**src/rtl/instr_loader.sv**
```systemverilog
// Boot-time instruction loader: assembles little-endian 32-bit words from a byte
// stream, writes them sequentially into instruction memory, then releases the core.
module instr_loader #(
    parameter int ADDR_W = 6
) (
    input  logic              clk,
    input  logic              reset,
    input  logic              start,
    input  logic [ADDR_W:0]   len,
    input  logic              byte_valid,
    input  logic [7:0]        byte_data,
    output logic              byte_ready,
    output logic [31:0]       WD,
    output logic [ADDR_W-1:0] WA,
    output logic              WE,
    output logic              ControlSignal,
    output logic              busy,
    output logic              done,
    output logic              err
);
    typedef enum logic [1:0] {IDLE, LOAD, FINISH, RUN} state_t;

    localparam logic [ADDR_W:0] DEPTH = {1'b1, {ADDR_W{1'b0}}};

    state_t            state;
    logic [1:0]        byte_idx;
    logic [ADDR_W-1:0] word_idx;
    logic [23:0]       partial;
    logic [ADDR_W:0]   last_idx;

    logic len_ok;
    logic accept;
    logic last_word;

    assign len_ok    = (len != '0) && (len <= DEPTH);
    assign accept    = byte_valid && byte_ready;
    assign last_word = ({1'b0, word_idx} == last_idx);

    // byte_ready stays high through each mid-load WE so streaming never stalls
    always_ff @(posedge clk) begin
        if (reset) begin
            state         <= IDLE;
            byte_idx      <= '0;
            word_idx      <= '0;
            partial       <= '0;
            last_idx      <= '0;
            WD            <= '0;
            WA            <= '0;
            WE            <= 1'b0;
            ControlSignal <= 1'b0;
            byte_ready    <= 1'b0;
            busy          <= 1'b0;
            done          <= 1'b0;
            err           <= 1'b0;
        end else begin
            WE   <= 1'b0;
            done <= 1'b0;
            case (state)
                IDLE, RUN: begin
                    if (start) begin
                        if (len_ok) begin
                            state         <= LOAD;
                            err           <= 1'b0;
                            ControlSignal <= 1'b0;
                            byte_ready    <= 1'b1;
                            busy          <= 1'b1;
                            word_idx      <= '0;
                            byte_idx      <= '0;
                            last_idx      <= len - 1'b1;
                        end else begin
                            err <= 1'b1;
                        end
                    end
                end
                LOAD: begin
                    if (accept) begin
                        byte_idx <= byte_idx + 2'd1;
                        case (byte_idx)
                            2'd0: partial[7:0]   <= byte_data;
                            2'd1: partial[15:8]  <= byte_data;
                            2'd2: partial[23:16] <= byte_data;
                            default: begin
                                WE <= 1'b1;
                                WD <= {byte_data, partial};
                                WA <= word_idx;
                                if (last_word) begin
                                    state      <= FINISH;
                                    byte_ready <= 1'b0;
                                end else begin
                                    word_idx <= word_idx + 1'b1;
                                end
                            end
                        endcase
                    end
                end
                FINISH: begin
                    state         <= RUN;
                    busy          <= 1'b0;
                    ControlSignal <= 1'b1;
                    done          <= 1'b1;
                end
                default: state <= IDLE;
            endcase
        end
    end
endmodule

```
**config.mk**
```make
export PLATFORM = sky130hd
export DESIGN_NAME = instr_loader
export DESIGN_NICKNAME = d
export VERILOG_FILES = /design/src/rtl/instr_loader.sv
export SDC_FILE = /design/constraint.sdc
export NUM_CORES = 1
export LEC_CHECK = 0
export CORE_MARGIN = 1
export CORE_UTILIZATION = 38
export DETAILED_ROUTE_END_ITERATION = 16
export GPL_ROUTABILITY_DRIVEN = 0
export SYNTH_ARGS = -nofsm -noshare
export SYNTH_HDL_FRONTEND = slang
export SYNTH_SLANG_ARGS = --single-unit
```
**constraint.sdc**
```tcl
create_clock -name clk -period 1.9 [get_ports clk]
set_input_delay 0.19 -clock clk [delete_from_list [all_inputs] [get_ports clk]]
set_output_delay 0.19 -clock clk [all_outputs]
set_load 0.02 [all_outputs]
```
==> impl_results.md, run 1 <==
* Mapped Nets at 453
* Initial antenna violation count at 0
* Crit path DAT at 2.09 ns
* Clk buf depth at 2
* Comb pwr share at 0.226
* Crit start category: flip-flop
* Tcrit/Tclk final at 0.9665
* Int Power at 0.003084 W
* Post-DP Area at 0.004298 mm^2
* Count of buffers from port buffering at 62
* Required time worst endpoint at 2.15 ns
* Final setup TNS at 0 ns
* Max layer used: met4
* Register area at 0.001707 mm^2
* Post-CTS sizing at 0
* Dpl hpwl at 5.679 mm
* Kind of critical path: reg2reg
* Synth area leaders: dfxtp_1 50%, nand2_1 15%, a21oi_1 10%
* DRT Pass-1 Iters at 5
* Mapped Cells at 424
* Cell family with most CP delay: compound AO/OA/AOI/OAI gates
* Dpl ws at -0.2706 ns
* Setup ws final at 0.06367 ns
* Tmin final at 1.836 ns
* Cell variety after synth at 41
* First-pass GRT wire length at 13.90 mm
* DRT met1 WL at 3.856 mm
* PwrDens at 973.9 mW/mm^2
* Fmax achieved at 544.6 MHz
* Htree depth at 3
* Initial DRC Count at 104
* Die area at 0.009412 mm^2
* Normalized max-slew margin at 0.6124
* Cts bufs inserted at 9
* ANT nets after route at 0
* Count leader, synth: nand2_1
* Switch share at 0.3032
* Wire length per cell at 13.20 um
* Die height at 97.02 um
* Worst-margin pin slew at 0.5813 ns
* Initial Utilization at 0.3934
* Top FF cell, synth: dfxtp_1
* Seq/Total Area, Yosys at 0.4960
* Vias post-DR at 3027
* Ys async rst share at 0
* Multi-input gate area at 0.001605 mm^2
* Clock power frac at 0.331
* Crit. End Element: flip-flop
* RSZ-0062 raised after global routing: true
* CP bufs+invs at 0
* Share of cells above drive strength 1 at 0.1089
* Synth warnings at 0
* Hold WC Path Type: in2reg
* DRC at 0
* Cell chain of the critical path: xor2_1, or4_4, o41ai_4, a21oi_1, a311oi_1
* Io pins at 63
* # hold bufs at CTS at 0
* Max-cap viol count at 0
* Slowest CP cell: or4_4
* Vias in the first global route at 2893
* Fill count at 867
* Status: finished, final reports clean
* Remaining global-route overflow at 0
* Top cells by count, synth: 138 x nand2_1, 85 x dfxtp_1, 69 x a21oi_1
* Via-to-Cell Ratio at 4.938
* Crit Path Max Fanout at 5
* Net Sw Power at 0.001342 W
* CTS Sinks at 85
* Pin count of the biggest net entering global routing at 58
* CTS tree: yes
* Crit-path max cell delay at 0.58 ns
* Number of flops mapped to enable cells by yosys at 0
* Setup violators final at 0
* Cell taking the most area after synthesis: dfxtp_1
* Post-CTS setup buffers at 0
* Clock tree root driver cell: clkbuf_8
* Worst ir drop on vdd at 0.5164 mV
* Final Hold Vio Count at 0
* Skew final at 0.01219 ns
* Area Growth Syn to Fin at 32.49%
* Mapped cell area at 0.003431 mm^2
* Clock Latency Late Sink at 0.35 ns
* Sequential share of power at 0.444
* Flops & latches, synth at 85
* Final instance area at 0.004546 mm^2
* Core area at 0.008721 mm^2
* DRT Wirelength at 8.094 mm
* Ant. Diodes at 0
* Total GRT Usage at 0.1809
* Reg clk slew, reported paths at 0.09 ns
* Max Slew Vio Count at 0
* Cell Rows at 34
* Share of the synthesized area in the top cell type at 0.4960
* Leakage at 1.597 nW
* Met3 WL at 296 um
* Final nets at 529
* Die X at 97.02 um
* DR WL met2 at 3.827 mm
* Syn_area_per_cell at 8.091 um^2
-- placed cells by master, fill, tap and decap left out, types with 5 or more instances in the layout --
cell / Yosys / layout
nand3_1: 6 / 6
clkbuf_8: 0 / 10
xnor2_1: 5 / 5
nor2_1: 16 / 16
dfxtp_1: 85 / 81
ha_1: 10 / 9
clkdlybuf4s50_1: 0 / 61
a211oi_1: 6 / 6
buf_4: 0 / 24
nand2_1: 138 / 138
nor3_1: 6 / 5
inv_1: 14 / 13
a21oi_1: 69 / 69
-- final cells by class --
| class | count | share of cell area |
|---|---|---|
| Timing Repair Buffer | 87 | 0.1795 |
| Clock inverter | 6 | 0.02037 |
| Inverter | 14 | 0.01156 |
| Clock buffer | 10 | 0.03028 |
| Sequential cell | 85 | 0.3754 |
| Multi-Input combinational cell | 303 | 0.3532 |
| Tap cell | 108 | 0.02973 |
-- per-layer routing --
layer,global-route usage,vias to the layer above
met5,0,-
met4,0.06200,0
met3,0.04335,10
met2,0.2909,65
met1,0.2371,1388
li1,-,1564
-- sequential cells by signal, indices dropped and copies added (netlist names), 2 cells and up --
register / flops
byte_idx: 2
word_idx: 6
partial: 24
WD: 32
state: 2
last_idx: 7
WA: 6
-- final timing paths --
check | start | endpoint | slack [ns] | cells past startpoint
worst max-delay path | last_idx[0] | state[0] | 0.06 | 5
worst min-delay path | reset | byte_idx[0] | 0.32 | 2
worst max register to register | last_idx[0] | state[0] | 0.06 | 5
worst min register to register | WD[8] | WD[8] | 0.46 | 2
-- metrics by stage --
step / power (W) / utilization / cells / hold slack [ns]
2_1_floorplan: 0.002647 / - / 424 / 0.2856
3_3_place_gp: 0.002974 / 0.4928 / 597 / 0.4388
3_5_place_dp: 0.002985 / 0.4928 / 597 / 0.4476
4_1_cts: 0.004441 / 0.5192 / 613 / 0.2966
5_1_grt: 0.004660 / 0.5212 / 613 / 0.3377
6_report: 0.004427 / 0.5212 / 613 / 0.3191
-- power by group through the flow --
stage	combinational [W]	sequential (W)	clock, W
floorplan	0.000619	0.00203	0
global placement	0.000974	0.00200	0
detailed placement	0.000985	0.00200	0
CTS	0.000990	0.00196	0.00149
global route	0.00111	0.00198	0.00158
finish	0.000999	0.00196	0.00146
-- worst register-to-register path, stage by stage (launching register included) --
cell      delay [ns]
dfxtp_2         0.33
xor2_1          0.15
or4_4           0.58
o41ai_4         0.32
a21oi_1         0.12
a311oi_1        0.24
-- logic make-up (layout without fill, tap and decap cells) --
| kind of cell | count (synthesis) | count (layout) | synth area share |
|---|---|---|---|
| simple gates | 186 | 186 | 0.2290 |
| compound gates | 95 | 95 | 0.1652 |
| flops | 85 | 85 | 0.4960 |
| buf+inv | 36 | 117 | 0.04121 |
| fa+ha+maj | 10 | 10 | 0.03647 |
| xor+xnor | 9 | 9 | 0.02297 |
| mux | 3 | 3 | 0.009117 |
Note: power is estimated with default switching activity, not from simulation.
==> run 2: changes to the inputs <==
==> constraint.sdc (replaced) <==
create_clock -name clk -period 1.9 [get_ports clk]
set_input_delay 0.19 -clock clk [delete_from_list [all_inputs] [get_ports clk]]
set_output_delay 0.19 -clock clk [all_outputs]
set_load 0.005 [all_outputs]
==> results of run 2 <==
The final DEF is identical to that of run 1. Status: finished, final reports clean.
Among the figures that moved: total power 0.004427 W -> 0.004386 W
